$ cat config.mk
export PLATFORM = sky130hd
export DESIGN_NAME = instr_fetch
export DESIGN_NICKNAME = d
export VERILOG_FILES = /design/src/rtl/multicore_pkg.sv /design/src/rtl/fetch_pc_sel.sv /design/src/rtl/instr_fetch.sv
export SDC_FILE = /design/constraint.sdc
export NUM_CORES = 1
export LEC_CHECK = 0
export BUFFER_PORTS_ARGS = -buffer_cell sky130_fd_sc_hd__buf_2
export CAP_MARGIN = 30
export CORE_MARGIN = 5
export CORE_UTILIZATION = 60
export CTS_CLUSTER_DIAMETER = 60
export DETAILED_ROUTE_END_ITERATION = 6
export PLACE_DENSITY_LB_ADDON = 0.05
export SLEW_MARGIN = 20
export SYNTH_ARGS = -nofsm -noshare
export SYNTH_HDL_FRONTEND = slang
export SYNTH_SLANG_ARGS = --single-unit
$ cat constraint.sdc
create_clock -name i_aclk -period 5.4 [get_ports i_aclk]
set_clock_uncertainty 0.1 [all_clocks]
set_input_delay 0.27 -clock i_aclk [delete_from_list [all_inputs] [get_ports i_aclk]]
set_output_delay 0.27 -clock i_aclk [all_outputs]
set_load 0.005 [all_outputs]
$ cat src/rtl/multicore_pkg.sv
// rtl/multicore_pkg.sv - shared core types and constants used by the fetch stage
package multicore_pkg;

    localparam int INST_SIZE = 32;
    localparam logic [6:0] NOOP_CODE = 7'b0010011;
    localparam logic [INST_SIZE-1:0] NOOP_INSTR = {25'b0, NOOP_CODE};
    localparam logic [INST_SIZE-1:0] PC_STEP = 32'd4;

    typedef enum logic [1:0] {
        S_BOOT,
        S_REQ,
        S_HOLD
    } t_fetch_state;

    // Instruction fetches are word aligned, so redirect targets lose their low two bits
    function automatic logic [INST_SIZE-1:0] align_word(input logic [INST_SIZE-1:0] addr);
        return {addr[INST_SIZE-1:2], 2'b00};
    endfunction

endpackage

$ cat src/rtl/fetch_pc_sel.sv
// rtl/fetch_pc_sel.sv - next-PC selection between sequential, redirect and pending redirect
module fetch_pc_sel
    import multicore_pkg::*;
(
    input  logic [INST_SIZE-1:0] i_pc,
    input  logic                 i_jalr_valid,
    input  logic [INST_SIZE-1:0] i_jalr_addr,
    input  logic                 i_branch_valid,
    input  logic [INST_SIZE-1:0] i_branch_addr,
    input  logic                 i_pend_valid,
    input  logic [INST_SIZE-1:0] i_pend_addr,
    output logic [INST_SIZE-1:0] o_next_pc,
    output logic                 o_redirect
);

    logic [INST_SIZE-1:0] target;

    // Execute redirect is from an older instruction, so it wins over decode;
    // a fresh redirect wins over one still waiting for its killed ack
    always_comb begin
        target     = i_jalr_valid ? i_jalr_addr : i_branch_addr;
        o_redirect = i_jalr_valid | i_branch_valid;
        if (o_redirect) begin
            o_next_pc = align_word(target);
        end else if (i_pend_valid) begin
            o_next_pc = i_pend_addr;
        end else begin
            o_next_pc = i_pc + PC_STEP;
        end
    end

endmodule

$ cat src/rtl/instr_fetch.sv
// rtl/instr_fetch.sv - fetch stage: PC owner, single-outstanding imem req/ack, NOP insertion
module instr_fetch
    import multicore_pkg::*;
#(
    parameter logic [INST_SIZE-1:0] RESET_PC = 32'h0000_0000
) (
    input  logic                 i_aclk,
    input  logic                 i_areset_n,
    input  logic                 i_stall,
    input  logic                 i_branch_valid,
    input  logic [INST_SIZE-1:0] i_branch_addr,
    input  logic                 i_jalr_valid,
    input  logic [INST_SIZE-1:0] i_jalr_addr,
    output logic                 o_imem_req,
    output logic [INST_SIZE-1:0] o_imem_addr,
    input  logic                 i_imem_ack,
    input  logic [INST_SIZE-1:0] i_imem_rdata,
    output logic [INST_SIZE-1:0] o_instruction,
    output logic [INST_SIZE-1:0] o_pc,
    output logic [INST_SIZE-1:0] o_pcplus4
);

    t_fetch_state         state_q, state_d;
    logic [INST_SIZE-1:0] pc_q, pc_d;
    logic [INST_SIZE-1:0] instr_q, instr_d;
    logic [INST_SIZE-1:0] out_pc_q, out_pc_d;
    logic [INST_SIZE-1:0] out_pcplus4_q, out_pcplus4_d;
    logic [INST_SIZE-1:0] hold_instr_q, hold_instr_d;
    logic [INST_SIZE-1:0] hold_pc_q, hold_pc_d;
    logic                 kill_q, kill_d;
    logic [INST_SIZE-1:0] pend_q, pend_d;

    logic [INST_SIZE-1:0] next_pc;
    logic                 redirect;
    logic                 ack;

    fetch_pc_sel u_pc_sel (
        .i_pc           (pc_q),
        .i_jalr_valid   (i_jalr_valid),
        .i_jalr_addr    (i_jalr_addr),
        .i_branch_valid (i_branch_valid),
        .i_branch_addr  (i_branch_addr),
        .i_pend_valid   (kill_q),
        .i_pend_addr    (pend_q),
        .o_next_pc      (next_pc),
        .o_redirect     (redirect)
    );

    // The request address is the PC itself; the PC never moves while a request waits
    assign o_imem_req    = (state_q == S_REQ);
    assign o_imem_addr   = pc_q;
    assign ack           = i_imem_ack & o_imem_req;
    assign o_instruction = instr_q;
    assign o_pc          = out_pc_q;
    assign o_pcplus4     = out_pcplus4_q;

    // Fetch sequencing: delivery, stall capture, redirect and kill handling
    always_comb begin
        state_d       = state_q;
        pc_d          = pc_q;
        instr_d       = instr_q;
        out_pc_d      = out_pc_q;
        out_pcplus4_d = out_pcplus4_q;
        hold_instr_d  = hold_instr_q;
        hold_pc_d     = hold_pc_q;
        kill_d        = kill_q;
        pend_d        = pend_q;

        case (state_q)
            S_BOOT: begin
                state_d = S_REQ;
                instr_d = NOOP_INSTR;
                if (redirect) begin
                    pc_d = next_pc;
                end
            end
            S_REQ: begin
                if (redirect) begin
                    instr_d = NOOP_INSTR;
                    if (ack) begin
                        // Wrong-path word is dropped and the new target fetched next
                        pc_d   = next_pc;
                        kill_d = 1'b0;
                    end else begin
                        // Address must stay put until the ack, so park the target
                        kill_d = 1'b1;
                        pend_d = next_pc;
                    end
                end else if (ack && kill_q) begin
                    pc_d   = next_pc;
                    kill_d = 1'b0;
                    if (!i_stall) begin
                        instr_d = NOOP_INSTR;
                    end
                end else if (ack && i_stall) begin
                    hold_instr_d = i_imem_rdata;
                    hold_pc_d    = pc_q;
                    pc_d         = next_pc;
                    state_d      = S_HOLD;
                end else if (ack) begin
                    instr_d       = i_imem_rdata;
                    out_pc_d      = pc_q;
                    out_pcplus4_d = pc_q + PC_STEP;
                    pc_d          = next_pc;
                end else if (!i_stall) begin
                    instr_d = NOOP_INSTR;
                end
            end
            S_HOLD: begin
                if (redirect) begin
                    pc_d    = next_pc;
                    instr_d = NOOP_INSTR;
                    state_d = S_REQ;
                end else if (!i_stall) begin
                    instr_d       = hold_instr_q;
                    out_pc_d      = hold_pc_q;
                    out_pcplus4_d = hold_pc_q + PC_STEP;
                    state_d       = S_REQ;
                end
            end
            default: begin
                state_d = S_BOOT;
            end
        endcase
    end

    // State and output registers, asynchronously returned to the boot image
    always_ff @(posedge i_aclk or negedge i_areset_n) begin
        if (!i_areset_n) begin
            state_q       <= S_BOOT;
            pc_q          <= RESET_PC;
            instr_q       <= NOOP_INSTR;
            out_pc_q      <= RESET_PC;
            out_pcplus4_q <= RESET_PC + PC_STEP;
            hold_instr_q  <= NOOP_INSTR;
            hold_pc_q     <= RESET_PC;
            kill_q        <= 1'b0;
            pend_q        <= RESET_PC;
        end else begin
            state_q       <= state_d;
            pc_q          <= pc_d;
            instr_q       <= instr_d;
            out_pc_q      <= out_pc_d;
            out_pcplus4_q <= out_pcplus4_d;
            hold_instr_q  <= hold_instr_d;
            hold_pc_q     <= hold_pc_d;
            kill_q        <= kill_d;
            pend_q        <= pend_d;
        end
    end

endmodule
**Yosys cells after proc, flatten, opt, wreduce, memory -nomap -nowiden**

Cells that the tools add are included.

- Add/sub/neg operators: 2
- Multipliers: 0
- Divide/modulo/power cells: 0
- Magnitude comparators: 0
- Eq/ne operators: 12
- Shifts and indexed selects: 0
- Muxes and demuxes: 40
- Bitwise gates (word level): 5
- Reduce and logical (&&, ||, !) cells: 15

Operator list:

| kind | number |
|---|---|
| $mux 32 | 27 |
| $pmux 32 s2 | 3 |
| $pmux 32 s3 | 1 |
| $add 32x3->32 const B | 2 |
| $mux 2 | 5 |
| $ne 2x2->1 const B | 5 |
| $reduce_and 4->1 | 2 |
| $reduce_and 7->1 | 1 |
| $ne 2x1->1 const B | 3 |
| $pmux 2 s3 | 1 |
| $reduce_and 3->1 | 2 |
| $reduce_bool 2->1 | 3 |
| $ne 4x4->1 const B | 1 |
| $reduce_and 2->1 | 2 |
| $mux 1 | 3 |
| $ne 3x3->1 const B | 1 |
| $not 1->1 | 3 |
| $reduce_bool 3->1 | 1 |
| $eq 2x1->1 const B | 1 |
| $eq 2x2->1 const B | 1 |
| $logic_and 1x1->1 | 2 |
| $logic_not 2->1 | 1 |
| $reduce_or 2->1 | 1 |
| $and 1x1->1 | 1 |
| $or 1x1->1 | 1 |

- Register bits: 227
- Bits in latches: 0
- Bits in writable memories: 0
- Memory bits (read-only): 0
- Input port bits: 102
- Word-level logic and storage cells: 83
- Memories: 0

**Depth between registers and ports, before layout**

Gate-level depths: netlist of the first run.

- Word-level depth: 8
- Gate-level depth with buffers: 10
- Gate-level depth less buffers: 7

**By module**

From an unflattened synthesis of the first run, not the netlist that was laid out.

- Cells, all modules: 1,053
- Area, all modules: 11,479.8 um^2

Modules (own cells, without submodules):

| module | times used | cells each | area each (um^2) | sequential area each (um^2) |
|---|---|---|---|---|
| instr_fetch | 1 | 795 | 9,924.5 | 5,639.2 |
| fetch_pc_sel | 1 | 258 | 1,555.2 | 0.0 |

**Worst setup path after synthesis of the first run**

Ideal clock, no wire load.

- Path kind: flip-flop to flip-flop
- Start point: register state_q[1]
- End point: register pc_q[25], in the netlist o_imem_addr[25]
- Library setup time: 0.087 ns
- Arrival time: 2.158 ns
- Required time: 5.213 ns
- Setup slack: 3.055 ns
- Cell stages (with the launch flop): 10
- Buffers on the path: 3
- Path through: dfrtp_1 inv_1 ha_1 clkbuf_1 and2_1 mux2_2 clkbuf_1 clkbuf_1 o21ai_0 a22oi_1

- Cells in the longest elaborated chain, start to end: 7

Ends and longest elaborated chain:

| element | line | text |
|---|---|---|
| start, declared | instr_fetch.sv:23 | `t_fetch_state state_q, state_d;` |
| start signal, assigned | instr_fetch.sv:140 | `state_q <= state_d;` |
| $eq 2x1->1 * | instr_fetch.sv:50 | `assign o_imem_req = (state_q == S_REQ);` |
| via o_imem_req | instr_fetch.sv:14 | `output logic o_imem_req,` |
| $and 1x1->1 | instr_fetch.sv:52 | `assign ack = i_imem_ack & o_imem_req;` |
| $mux 32 / $logic_and 1x1->1 (equally long branches) | -- |  |
| $mux 32 | instr_fetch.sv:95 | `end else if (ack && i_stall) begin` |
| $mux 32 | instr_fetch.sv:89 | `end else if (ack && kill_q) begin` |
| $mux 32 | instr_fetch.sv:78 | `if (redirect) begin` |
| $pmux 32 s2 | instr_fetch.sv:69 | `case (state_q)` |
| end signal, assigned | instr_fetch.sv:141 | `pc_q <= pc_d;` |
| end, declared | instr_fetch.sv:24 | `logic [INST_SIZE-1:0] pc_q, pc_d;` |

Mark *: on every way through the listed nets, which the timed path passes. The rest lies on a longest branch.
A chain may end at the register's enable or synchronous reset.

**Worst setup path after layout of the first run**

- Start point: register state_q[1]
- End point: register hold_instr_q[9]

- Cells in the longest elaborated chain, start to end: 5

Ends and longest elaborated chain:

| element | line | text |
|---|---|---|
| $eq 2x1->1 * | instr_fetch.sv:50, instr_fetch.sv:69 |  |
| $and 1x1->1 | instr_fetch.sv:52 |  |
| $logic_and 1x1->1 | instr_fetch.sv:89 |  |
| $not 1->1 (no source line) | -- |  |
| $reduce_and 4->1 (no source line) * | -- |  |
| end signal, assigned | instr_fetch.sv:145 | `hold_instr_q <= hold_instr_d;` |
| end, declared | instr_fetch.sv:28 | `logic [INST_SIZE-1:0] hold_instr_q, hold_instr_d;` |

Mark *: on every way between the ends. The rest lies on a longest branch, timed or not.

==> impl_results.md, run 1 <==
- Post-synthesis sequential area ratio: ~50%
- Vias: between 9000 and 10000
- Seq cells post-synth: about 230
- WL/cell: about 20 µm
- Fin. max-slew vios: 0
- Post-Syn Area: approximately 11000 µm²
- Num CTS Buffers: 25
- Largest net degree at the start of global routing: roughly 130
- Main flop type after synthesis: dfrtp_1
- Initial core utilization: around three fifths
- Max incr delay on CP: between 500 and 600 ps
- WS Path Type: reg2reg
- Most numerous cell in the Yosys netlist: dfrtp_1
- Die Width: ~150 µm
- Adder-cell share of the synthesized area: less than 1%
- Hold crit path type: in2reg
- CP Capture Type: flop
- Initial antenna violation count: 0
- Post-CTS Hold Fix Bufs: 46
- Slowest cell on the critical path: nand3_4
- Simple-Gate Fraction of Synth Area: between 10% and 20%
- Worst slew pin tran: 952.6 ps
- Yosys top cell area share: 47.90%
- Global Route Usage Sum: 28.47%
- CTS-repair resized insts: 0
- First-pass GRT wire length: between 50 and 60 mm
- Clock share of power: roughly 23%
- Compound-Gate Fraction of Synth Area: between 10% and 20%
- Cells after Synth: around 1100
- Post-synth ARST share: 100.0%
- Root buf cell: clkbuf_16
- Ratio of cells with drive above 1 in the final layout: 27.56%
- Number of global-route vias before repair: ~9300
- Post-Synth XOR/XNOR Area: 3.230%
- Fmax: ~330 MHz
- Pre-antenna DRT Iters: 5
- Core Rows: 50
- Fill count: 1349
- Core area: between 15000 and 20000 µm²
- CTS H-tree depth: 1
- Postcts setup bufs: 0
- DP HPWL: 21.92 mm
- Run status: finished, final reports clean
- CP Launch Type: flop
- CP required: 5700 ps
- PD cells: between 500 and 600 nW/µm²
- Main combinational cell family by area after synthesis: compound AO/OA/AOI/OAI gates
- Diodes inserted: 0
- CTS sink cnt: between 200 and 250
- ANT nets after route: 0
- Clock Pin Slew Worst Setup and Hold Paths: approximately 60 ps
- Final setup viols: 0
- Commonest cells post-synth: dfrtp_1, nand2_1, o21ai_0
- Max Cap Violations: 0
- Clock Path Buffers: 3
- Slew Limit Headroom: 36.49%
- Number of nets in the layout: between 1000 and 1500
- Final worst path period share: between 50% and 60%
- Die footprint: about 22000 µm²
- Global route overflow: 0
- Final Hold Fails: 0
- Peak supply drop: between 300 and 400 µV
- Crit path cell chain: inv_1 -> ha_1 -> and3b_1 -> buf_4 -> nand3_4 -> buf_12 -> mux2_2
- EDFF count, synth: 0
- Total Neg Setup Slack: 0 ps
- Clock latency on the worst-skew pair: about 520 ps
- CTS tree: done
- Area leader, netlist: dfrtp_1
- DR vias/cell: between 5 and 6
- Comb pwr share: 35.3%
- Sw frac: a little under two fifths
- Syn nets: between 1000 and 1500
- Residual DRC count: 0
- Synthesis Warnings: 0
- Lkg Pwr: ~6.3 nW
- Internal power: roughly 0.0045 W
- Final Core Density: 74.59%
- Mux cell area share after synthesis: between 10% and 20%
- Count of cell types in the netlist: 65
- Chip Height: about 150 µm
- Top cells by area, synth: dfrtp_1, mux2_2, mux2i_1
- Avg Synthesized Cell Area: 10.13 µm²
- RSZ-0062 raised after global routing: no
- Fin crit period: 3071 ps
- Sequential share of power: about two fifths
- Boundary Pins: ~230
- Crit path DAT: 3370 ps
- I/O Buffers: between 200 and 250
- Psw: about 0.0028 W
- CP max FO: 48
- Syn-to-layout area delta: 22.51%
- Final wirelength: roughly 31 mm
- Final Wtd Congestion: about 0.9
- Drt initial violations: 800
## power groups by stage
stage                     sequential, W  clock, W  combinational [W]
after global placement          0.00305         0            0.00247
after global routing            0.00318   0.00179            0.00289
after detailed placement        0.00309         0            0.00254
after CTS                       0.00306   0.00171            0.00259
final                           0.00308   0.00169            0.00260
after floorplan                 0.00288         0            0.00167
## worst paths after layout
kind | to | cells past startpoint | slack (ps) | startpoint
max in group asynchronous | hold_pc_q[3]$_DFFE_PN0P_ | 3 | 3590 | i_areset_n
setup reg to reg | hold_instr_q[9]$_DFFE_PN0P_ | 7 | 2330 | state_q[1]$_DFFE_PN0P_
min in group asynchronous | o_pc[20]$_DFFE_PN0P_ | 2 | 330 | i_areset_n
setup / recovery | hold_instr_q[9]$_DFFE_PN0P_ | 7 | 2330 | state_q[1]$_DFFE_PN0P_
hold reg to reg | o_pc[22]$_DFFE_PN0P_ | 2 | 370 | o_pc[22]$_DFFE_PN0P_
hold / removal | pend_q[27]$_DFFE_PN0P_ | 3 | 30 | i_jalr_addr[27]
## cell type report
type                    instances  area [µm²]  share of cell area [%]
clock buffers                  36       706.9                   5.067
repair buffers                289        1762                   12.63
well taps                     234       292.8                   2.098
flip-flops and latches        225        5639                   40.42
multi-input cells             792        5353                   38.36
inverters                      23       86.33                  0.6188
clock inverters                10       112.6                  0.8071
## through the flow
| stage | setup WS, ps | area, µm² | total power [W] | hold WS (ps) | cells |
|---|---|---|---|---|---|
| after floorplan | 3055 | 11390 | 0.004549 | -125.6 | 1124 |
| after global placement | 2222 | 12620 | 0.005521 | 334.9 | 1515 |
| after detailed placement | 2349 | 12640 | 0.005627 | 337.2 | 1516 |
| after CTS | 2324 | 13920 | 0.007364 | 12.77 | 1608 |
| after global routing | 2143 | 13950 | 0.007855 | 37.37 | 1609 |
| final | 2329 | 13950 | 0.007370 | 28.76 | 1609 |
## metal layers
metal	share of wire, %	track usage (%)
met2	43	41.96
met1	46	43.91
met4	1.6	6.104
met3	8.8	5.733
met5	0	0
## placed cells by master, fill, tap and decap left out, types with 5 or more instances in the layout
master,n
ha_1,5
o2bb2ai_1,31
a221oi_1,5
xor2_1,25
buf_2,225
clkbuf_1,7
dfrtp_1,218
mux2_2,72
a22oi_1,31
buf_4,15
nand2b_1,13
nor3_1,20
clkbuf_16,25
nor4_1,9
dfstp_2,7
dlygate4sd3_1,46
nand3_1,20
o221ai_1,16
inv_1,23
nand4_1,17
xnor2_1,17
o21a_1,5
o211ai_1,11
nor2b_1,8
a31oi_1,9
nand2_1,122
o31ai_1,14
nor2_1,68
and2_1,6
o21ai_0,93
mux2i_1,48
a211oi_1,6
a21oi_1,45
and3_1,17
## sequential cells by signal, summed over array words and instances, names as in the netlist
register	cells
o_instruction	32
o_imem_addr	32
o_pc	32
o_pcplus4	30
hold_instr_q	32
hold_pc_q	32
kill_q	1
pend_q	32
state_q	2
## critical path, delay by kind of cell (launching register included)
| family | cells | cell delay, ps |
|---|---|---|
| buffers and inverters | 3 | 870 |
| multiplexers | 1 | 300 |
| adder cells (fa/ha/maj) | 1 | 450 |
| AND/OR/NAND/NOR | 2 | 770 |
| flip-flops | 1 | 440 |
## cell families (layout without fill, tap and decap cells)
| family | count (synthesis) | count (layout) |
|---|---|---|
| AND/OR/NAND/NOR | 325 | 325 |
| AO/OA/AOI/OAI | 298 | 298 |
| flip-flops | 225 | 225 |
| multiplexers | 121 | 121 |
| buffers and inverters | 107 | 358 |
| XOR/XNOR | 42 | 42 |
| adder cells (fa/ha/maj) | 6 | 6 |
Note: power is estimated with default switching activity, not from simulation.
==> inputs of run 2 (changes only) <==
--- a/config.mk
+++ b/config.mk
@@ -5,10 +5,11 @@
 export SDC_FILE = /design/constraint.sdc
 export NUM_CORES = 1
 export LEC_CHECK = 0
+export ABC_AREA = 1
 export BUFFER_PORTS_ARGS = -buffer_cell sky130_fd_sc_hd__buf_2
 export CAP_MARGIN = 30
 export CORE_MARGIN = 5
-export CORE_UTILIZATION = 60
+export CORE_UTILIZATION = 51
 export CTS_CLUSTER_DIAMETER = 60
 export DETAILED_ROUTE_END_ITERATION = 6
 export PLACE_DENSITY_LB_ADDON = 0.05
==> constraint.sdc (replaced) <==
create_clock -name i_aclk -period 2.66 [get_ports i_aclk]
set_clock_uncertainty 0.1 [all_clocks]
set_input_delay 0.133 -clock i_aclk [delete_from_list [all_inputs] [get_ports i_aclk]]
set_output_delay 0.133 -clock i_aclk [all_outputs]
set_load 0.005 [all_outputs]
==> run 2 against run 1 <==
  * Critical path depth up 2
  * Final cell count up 47%
  * Synthesized cell count up 54%
  * Critical endpoint is now pend_q[8]$_DFFE_PN0P_
==> impl_results.md, run 2 <==
- Global Route Usage Sum: 27.90% (-0.57 points)
- Syn nets: 1840 (+49%)
- Fin. max-slew vios: 0 (unchanged)
- Main combinational cell family by area after synthesis: simple AND/OR/NAND/NOR gates
- WS Path Type: reg2reg
- Synthesis Warnings: 0 (unchanged)
- Slowest cell on the critical path: dlygate4sd3_1
- Count of cell types in the netlist: 40 (-38%)
- Post-synth ARST share: 100.0% (unchanged)
- Global route overflow: 0 (unchanged)
- Slew Limit Headroom: 50.26% (+14 points)
- Most numerous cell in the Yosys netlist: nand2_1
- Simple-Gate Fraction of Synth Area: 32.21% (+18 points)
- Drt initial violations: 1096 (+37%)
- CP top delay family: buffers and inverters
- Worst hold slack: 21.34 ps (-7.418 ps)
- Initial antenna violation count: 0 (unchanged)
- Initial core utilization: 52.08% (-8.8 points)
- Final wirelength: 38.06 mm (+21%)
- GRT busiest layer: met1
- Reg-to-Reg End: pend_q[8]$_DFFE_PN0P_
- Leading cell type in the layout, fill and taps excluded: nand2_1
- Mux cell area share after synthesis: 0.08163% (-11 points)
- Residual DRC count: 0 (unchanged)
- Crit path cell chain: inv_1 -> ha_2 -> inv_2 -> or2_1 -> inv_2 -> nand4_1 -> dlygate4sd3_1 -> o21ai_0 -> inv_1
- First-pass GRT wire length: 60.33 mm (+19%)
- PD cells: 1061 nW/µm² (+100%)
- Final Wtd Congestion: 0.9155 (+1.8%)
- Final worst path period share: 92.86% (+36 points)
- ANT nets after route: 0 (unchanged)
- Post-Syn Area: 12260 µm² (+7.7%)
- Final instance area: 15650 µm² (+12%)
- Run status: finished, final reports clean
- Num CTS Buffers: 26 (+4.0%)
- Boundary Pins: 231 (unchanged)
- Crit path DAT: 2790 ps (-580 ps)
- Worst slew pin tran: 745.3 ps (-207.3 ps)
- Most frequent cells in the layout: nand2_1, buf_2, dfrtp_1
- CP Launch Type: flop
- Max incr delay on CP: 570 ps (+30 ps)
- CTS tree: done
- RR Startpoint: state_q[1]$_DFFE_PN0P_
- Core Rows: 56 (+12%)
- DP HPWL: 27.03 mm (+23%)
- Met2 Resource Use GR: 42.20% (+0.25 points)
- Adder-cell share of the synthesized area: 0.6122% (-0.047 points)
- Post-placement cell area: 13740 µm² (+8.7%)
- Commonest cells post-synth: nand2_1, dfrtp_1, nor2_1
- WP buf/inv: 5 (+2)
- Endpoint with the worst hold slack: pend_q[3]$_DFFE_PN0P_
- Die Width: 165.1 µm (+12%)
- Main flop type after synthesis: dfrtp_1
- I/O Buffers: 226 (unchanged)
- Clock latency on the worst-skew pair: 540 ps (+20 ps)
- Die footprint: 27240 µm² (+25%)
- Yosys top cell area share: 44.49% (-3.4 points)
- CP required: 2980 ps (-2720 ps)
- Number of nets in the layout: 2136 (+46%)
- Ratio of cells with drive above 1 in the final layout: 16.26% (-11 points)
- Pre-antenna DRT Iters: 5 (unchanged)
- Vias: 12240 (+27%)
- Avg Synthesized Cell Area: 7.080 µm² (-30%)
- Root buf cell: clkbuf_16
- Chip Height: 165.1 µm (+12%)
- Max Cap Violations: 0 (unchanged)
- Met3 global-route usage: 3.202% (-2.5 points)
- Post-synthesis sequential area ratio: 45.99% (-3.5 points)
- Hold_sp: i_jalr_addr[3]
- Fill count: 2118 (+57%)
- DR vias/cell: 5.169 (-14%)
- WL/cell: 16.08 µm (-18%)
- Cells after Synth: 1732 (+54%)
- Clock Pin Slew Worst Setup and Hold Paths: 60 ps (about the same)
- Worst slack, placed: 207.9 ps (-2141 ps)
- Final Hold Fails: 0 (unchanged)
- Number of global-route vias before repair: 11270 (+21%)
- EDFF count, synth: 0 (unchanged)
- CP max FO: 12 (-75%)
- Lkg Pwr: 7.734 nW (+23%)
- Compound-Gate Fraction of Synth Area: 10.99% (-6.3 points)
- CTS sink cnt: 225 (unchanged)
- Post-Synth XOR/XNOR Area: 1.714% (-1.5 points)
- Seq cells post-synth: 225 (unchanged)
- Peak supply drop: 627.9 µV (+71%)
- Hold crit path type: in2reg
- CP Capture Type: flop
- Fmax: 404.9 MHz (+24%)
- Total Neg Setup Slack: 0 ps (unchanged)
- Postcts setup bufs: 0 (unchanged)
- CTS H-tree depth: 1 (unchanged)
- RSZ-0062 raised after global routing: no
- Met1 GRT Util: 43.53% (-0.38 points)
- Diodes inserted: 0 (unchanged)
- Worst Slack Setup Final: 190.0 ps (-2139 ps)
- Top cells by area, synth: dfrtp_1, nand2_1, o21ai_0
- Clock Path Buffers: 3 (unchanged)
- R2R setup slack: 190 ps (-2140 ps)
- Largest net degree at the start of global routing: 104 (-17%)
- WHS Path Cells: 5 (+2)
- Area leader, netlist: dfrtp_1
- Core area: 23540 µm² (+26%)
- Syn-to-layout area delta: 27.63%
- Fin crit period: 2470 ps (-600.5 ps)
- Worst R2R Path Depth: 9 (+2)
- Final setup viols: 0 (unchanged)
[run 2: changes by cell type after synthesis, sizes merged, moves of 17 or more]
cell	before	now
nor3	21	4
nand2	122	624
a22oi	31	0
o2bb2ai	31	0
nand3	22	101
o21ai	95	184
a21oi	45	17
mux2	72	0
inv	23	161
a31oi	9	35
nor2	69	210
mux2i	49	1
[run 2: worst max path at each step]
stage | from | to | slack, ps | cells after the start
2_1_floorplan | state_q[1]$_DFFE_PN0P_ | o_pcplus4[5]$_DFFE_PN0P_ | 700 | 11
3_3_place_gp | state_q[1]$_DFFE_PN0P_ | o_instruction[7]$_DFFE_PN0P_ | 310 | 10
3_5_place_dp | state_q[1]$_DFFE_PN0P_ | o_instruction[15]$_DFFE_PN0P_ | 210 | 10
4_1_cts | state_q[1]$_DFFE_PN0P_ | pend_q[8]$_DFFE_PN0P_ | 50 | 9
5_1_grt | state_q[1]$_DFFE_PN0P_ | pend_q[9]$_DFFE_PN0P_ | 50 | 9
6_report | state_q[1]$_DFFE_PN0P_ | pend_q[8]$_DFFE_PN0P_ | 190 | 9
[run 2: area by class of cell]
class                      count  area (µm²)  share of cell area [%]
timing repair buffer         355        2472                   15.80
clock inverter                13       162.7                   1.039
clock buffer                  35       744.5                   4.757
inverter                     162       608.1                   3.886
tap                          319       399.1                   2.550
sequential                   225        5639                   36.03
multi-input combinational   1258        5624                   35.94
[run 2: cells by family (layout without fill, tap and decap cells)]
family / after synthesis / after routing
flops: 225 / 225
simple gates: 975 / 975
fa+ha+maj: 6 / 6
xor+xnor: 24 / 24
buf+inv: 249 / 565
compound gates: 252 / 252
mux: 1 / 1
[run 2: stage by stage]
stage,power [W],std cells,util (%)
2_1_floorplan,0.009932,1732,-
3_3_place_gp,0.01254,2219,58.36
3_5_place_dp,0.01268,2219,58.36
4_1_cts,0.01661,2367,66.46
5_1_grt,0.01788,2367,66.48
6_report,0.01661,2367,66.48
[run 2: worst register-to-register path, delay by kind of cell (launching register included)]
family,cells,cell delay [ps]
adder cells (fa/ha/maj),1,270
AND/OR/NAND/NOR,2,410
flip-flops,1,430
buffers and inverters,5,1050
AO/OA/AOI/OAI,1,90
[run 2: what timing repair did]
action | in CTS | in global routing
endpoints found under the hold margin | 341 | 0
hold buffers | 100 | 0
setup endpoints to repair | 0 | 14
gates resized for setup | 0 | 2
[run 2: metal layers]
metal  vias up  routed length, µm
met5         -                  0
met4         0                617
met3        47               2871
met2       440              16510
met1      5669              18060
li1       6079                  -
[run 2: report_power, final]
part / internal [W] / switching (W)
Clock: 0.00226 / 0.00148
Combinational: 0.00256 / 0.00429
Sequential: 0.00473 / 0.00128
==> inputs of run 3 (changes only) <==
--- a/config.mk
+++ b/config.mk
@@ -12,7 +12,9 @@
 export CORE_UTILIZATION = 51
 export CTS_CLUSTER_DIAMETER = 60
 export DETAILED_ROUTE_END_ITERATION = 6
+export GPL_TIMING_DRIVEN = 0
 export PLACE_DENSITY_LB_ADDON = 0.05
+export REMOVE_ABC_BUFFERS = 1
 export SLEW_MARGIN = 20
 export SYNTH_ARGS = -nofsm -noshare
 export SYNTH_HDL_FRONTEND = slang
==> run 3 against run 2 <==
  * Clock power down 2%
  * Die area unchanged
  * Register-to-register slack worse by 70 ps
  * Largest power group unchanged
==> impl_results.md, run 3 (same netlist as run 2, synthesis figures left out) <==
- Initial core utilization: 52.08% (unchanged)
- Leading cell type in the layout, fill and taps excluded: nand2_1
- Num CTS Buffers: 28 (+7.7%)
- Number of nets in the layout: 2138 (+0.094%)
- CP Launch Type: flop
- Vias: 12590 (+2.9%)
- Largest net degree at the start of global routing: 82 (-21%)
- Chip Height: 165.1 µm (unchanged)
- Psw: 0.007414 W (+5.1%)
- Core Rows: 56 (unchanged)
- Sequential share of power: 35.6% (-0.6 points)
- PD cells: 1072 nW/µm² (+0.99%)
- Fmax: 394.1 MHz (-2.7%)
- Die footprint: 27240 µm² (unchanged)
- Most frequent cells in the layout: nand2_1, buf_2, dfrtp_1
- Internal power: 0.009582 W (+0.28%)
- CTS H-tree depth: 1 (unchanged)
- Initial antenna violation count: 0 (unchanged)
- CP Capture Type: flop
- Peak supply drop: 846.9 µV (+35%)
- Post-placement cell area: 13580 µm² (-1.2%)
- Number of global-route vias before repair: 11610 (+3.0%)
- Run status: finished, final reports clean
- Diodes inserted: 0 (unchanged)
- Crit path DAT: 2860 ps (+70 ps)
- Fill count: 2037 (-3.8%)
- CTS tree: done
- WHS Path Cells: 7 (+2)
- Drt initial violations: 1144 (+4.4%)
- Sw frac: 43.62% (+1.2 points)
- CP top delay family: simple AND/OR/NAND/NOR gates
- Clock Pin Slew Worst Setup and Hold Paths: 60 ps (about the same)
- Worst hold slack: 2.536 ps (-18.81 ps)
- I/O Buffers: 226 (unchanged)
- Final setup viols: 0 (unchanged)
- First-pass GRT wire length: 63.60 mm (+5.4%)
- Global route overflow: 0 (unchanged)
- Final instance area: 15860 µm² (+1.3%)
- Hold crit path type: in2reg
- Syn-to-layout area delta: 29.34%
- Fin crit period: 2538 ps (+67.71 ps)
- Crit path cell chain: inv_1 -> ha_4 -> inv_2 -> or2_4 -> nand3_1 -> nor2_4 -> nand2_8 -> inv_16 -> buf_16 -> o21ai_0 -> a21oi_1 -> nor2_1
- CTS sink cnt: 225 (unchanged)
- Worst R2R Path Depth: 12 (+3)
- Worst slack, placed: -1296 ps (-1504 ps)
- WL/cell: 17.41 µm (+8.3%)
- Max Cap Violations: 0 (unchanged)
- Final Wtd Congestion: 0.8826 (-3.6%)
- Slowest cell on the critical path: dfrtp_2
- Worst slew pin tran: 926.0 ps (+180.6 ps)
- Area occupied by multi-input gates: 5761 µm² (+2.4%)
- Lkg Pwr: 7.763 nW (+0.39%)
- DR vias/cell: 5.314 (+2.8%)
- Final wirelength: 41.25 mm (+8.4%)
- Global Route Usage Sum: 29.63% (+1.7 points)
- Die Width: 165.1 µm (unchanged)
- CP required: 2980 ps (about the same)
- Root buf cell: clkbuf_16
- Register area: 5640 µm² (about the same)
- WS Path Type: reg2reg
- Boundary Pins: 231 (unchanged)
- Worst Slack Setup Final: 122.3 ps (-67.71 ps)
- Slew Limit Headroom: 38.20% (-12 points)
- Clock Path Buffers: 3 (unchanged)
- Clock share of power: 21.5% (-1.0 points)
- Fin. max-slew vios: 0 (unchanged)
- Critical Path Stages: 12 (+3)
- Comb pwr share: 42.9% (+1.6 points)
- Core area: 23540 µm² (unchanged)
- Ratio of cells with drive above 1 in the final layout: 16.54% (+0.28 points)
- Pre-antenna DRT Iters: 6 (+1)
- DP HPWL: 26.02 mm (-3.7%)
- ANT nets after route: 0 (unchanged)
- Clock latency on the worst-skew pair: 540 ps (about the same)
- WP buf/inv: 4 (-1)
- Final Hold Fails: 0 (unchanged)
- Final worst path period share: 95.40% (+2.5 points)
- CP max FO: 25 (+13)
- Max incr delay on CP: 420 ps (-150 ps)
- Residual DRC count: 0 (unchanged)
==> run 3: cell types whose count changed in the layout (fill, tap and decap cells not counted), sizes merged <==
cell	change
bufinv	-2
nand2	+3
nor2	+3
bufbuf	+2
clkinvlp	+5
clkbuf	+3
inv	-2
dlygate4sd3	+3
buf	-13
==> run 3: area by class of cell <==
cell class	count	share of cell area (%)
Multi-Input combinational cell	1264	36.32
Sequential cell	225	35.57
Timing Repair Buffer	348	15.85
Clock buffer	37	4.884
Inverter	162	4.071
Tap cell	319	2.517
Clock inverter	13	0.7416
Timing Repair inverter	1	0.04734
==> run 3: worst min-delay path: cells and delay by family <==
family | cells | cell delay [ps]
AND/OR/NAND/NOR | 5 | 300
AO/OA/AOI/OAI | 1 | 110
buffers and inverters | 1 | 70
==> run 3: worst paths after layout <==
check                                     startpoint                            to  slack [ps]
max                           state_q[1]$_DFFE_PN0P_      o_pcplus4[9]$_DFFE_PN0P_         120
min                                i_branch_addr[30]   o_imem_addr[30]$_DFFE_PN0P_           3
max reg2reg                   state_q[1]$_DFFE_PN0P_      o_pcplus4[9]$_DFFE_PN0P_         120
min reg2reg                o_pcplus4[25]$_DFFE_PN0P_     o_pcplus4[25]$_DFFE_PN0P_         370
max in group asynchronous                 i_areset_n        state_q[1]$_DFFE_PN0P_        1590
min in group asynchronous                 i_areset_n  hold_instr_q[20]$_DFFE_PN0P_          30
==> run 3: per-stage QoR <==
step	power (W)	TNS (ps)	cells	utilization, %
floorplan	0.009534	-127750	1645	-
global placement	0.01215	-1068990	2190	56.79
detailed placement	0.01246	-125970	2198	57.67
CTS	0.01675	0	2364	66.87
global route	0.01819	-23.84	2369	67.36
finish	0.01700	0	2369	67.36
==> run 3: what timing repair did <==
item	4_1_cts	5_1_grt
setup endpoints to repair	134	75
endpoints found under the hold margin	315	0
buffers inserted	5	3
pin swaps	6	3
resized for setup	22	9
cloned	8	2
hold buffers	103	0
==> run 3: power groups by stage <==
stage / Combinational, W / Clock (W) / Sequential (W)
6_report: 0.00729 / 0.00366 / 0.00604
5_1_grt: 0.00815 / 0.00384 / 0.00620
4_1_cts: 0.00706 / 0.00371 / 0.00599
3_5_place_dp: 0.00642 / 0 / 0.00603
3_3_place_gp: 0.00615 / 0 / 0.00600
2_1_floorplan: 0.00382 / 0 / 0.00571
==> run 3: routing by layer <==
metal  track usage [%]  wire length [µm]  share of wire, %
met5                 0                 0                 0
met4             7.183               990               2.4
met3             5.287              3964               9.6
met1             44.10             18100                44
met2             45.19             18190                44
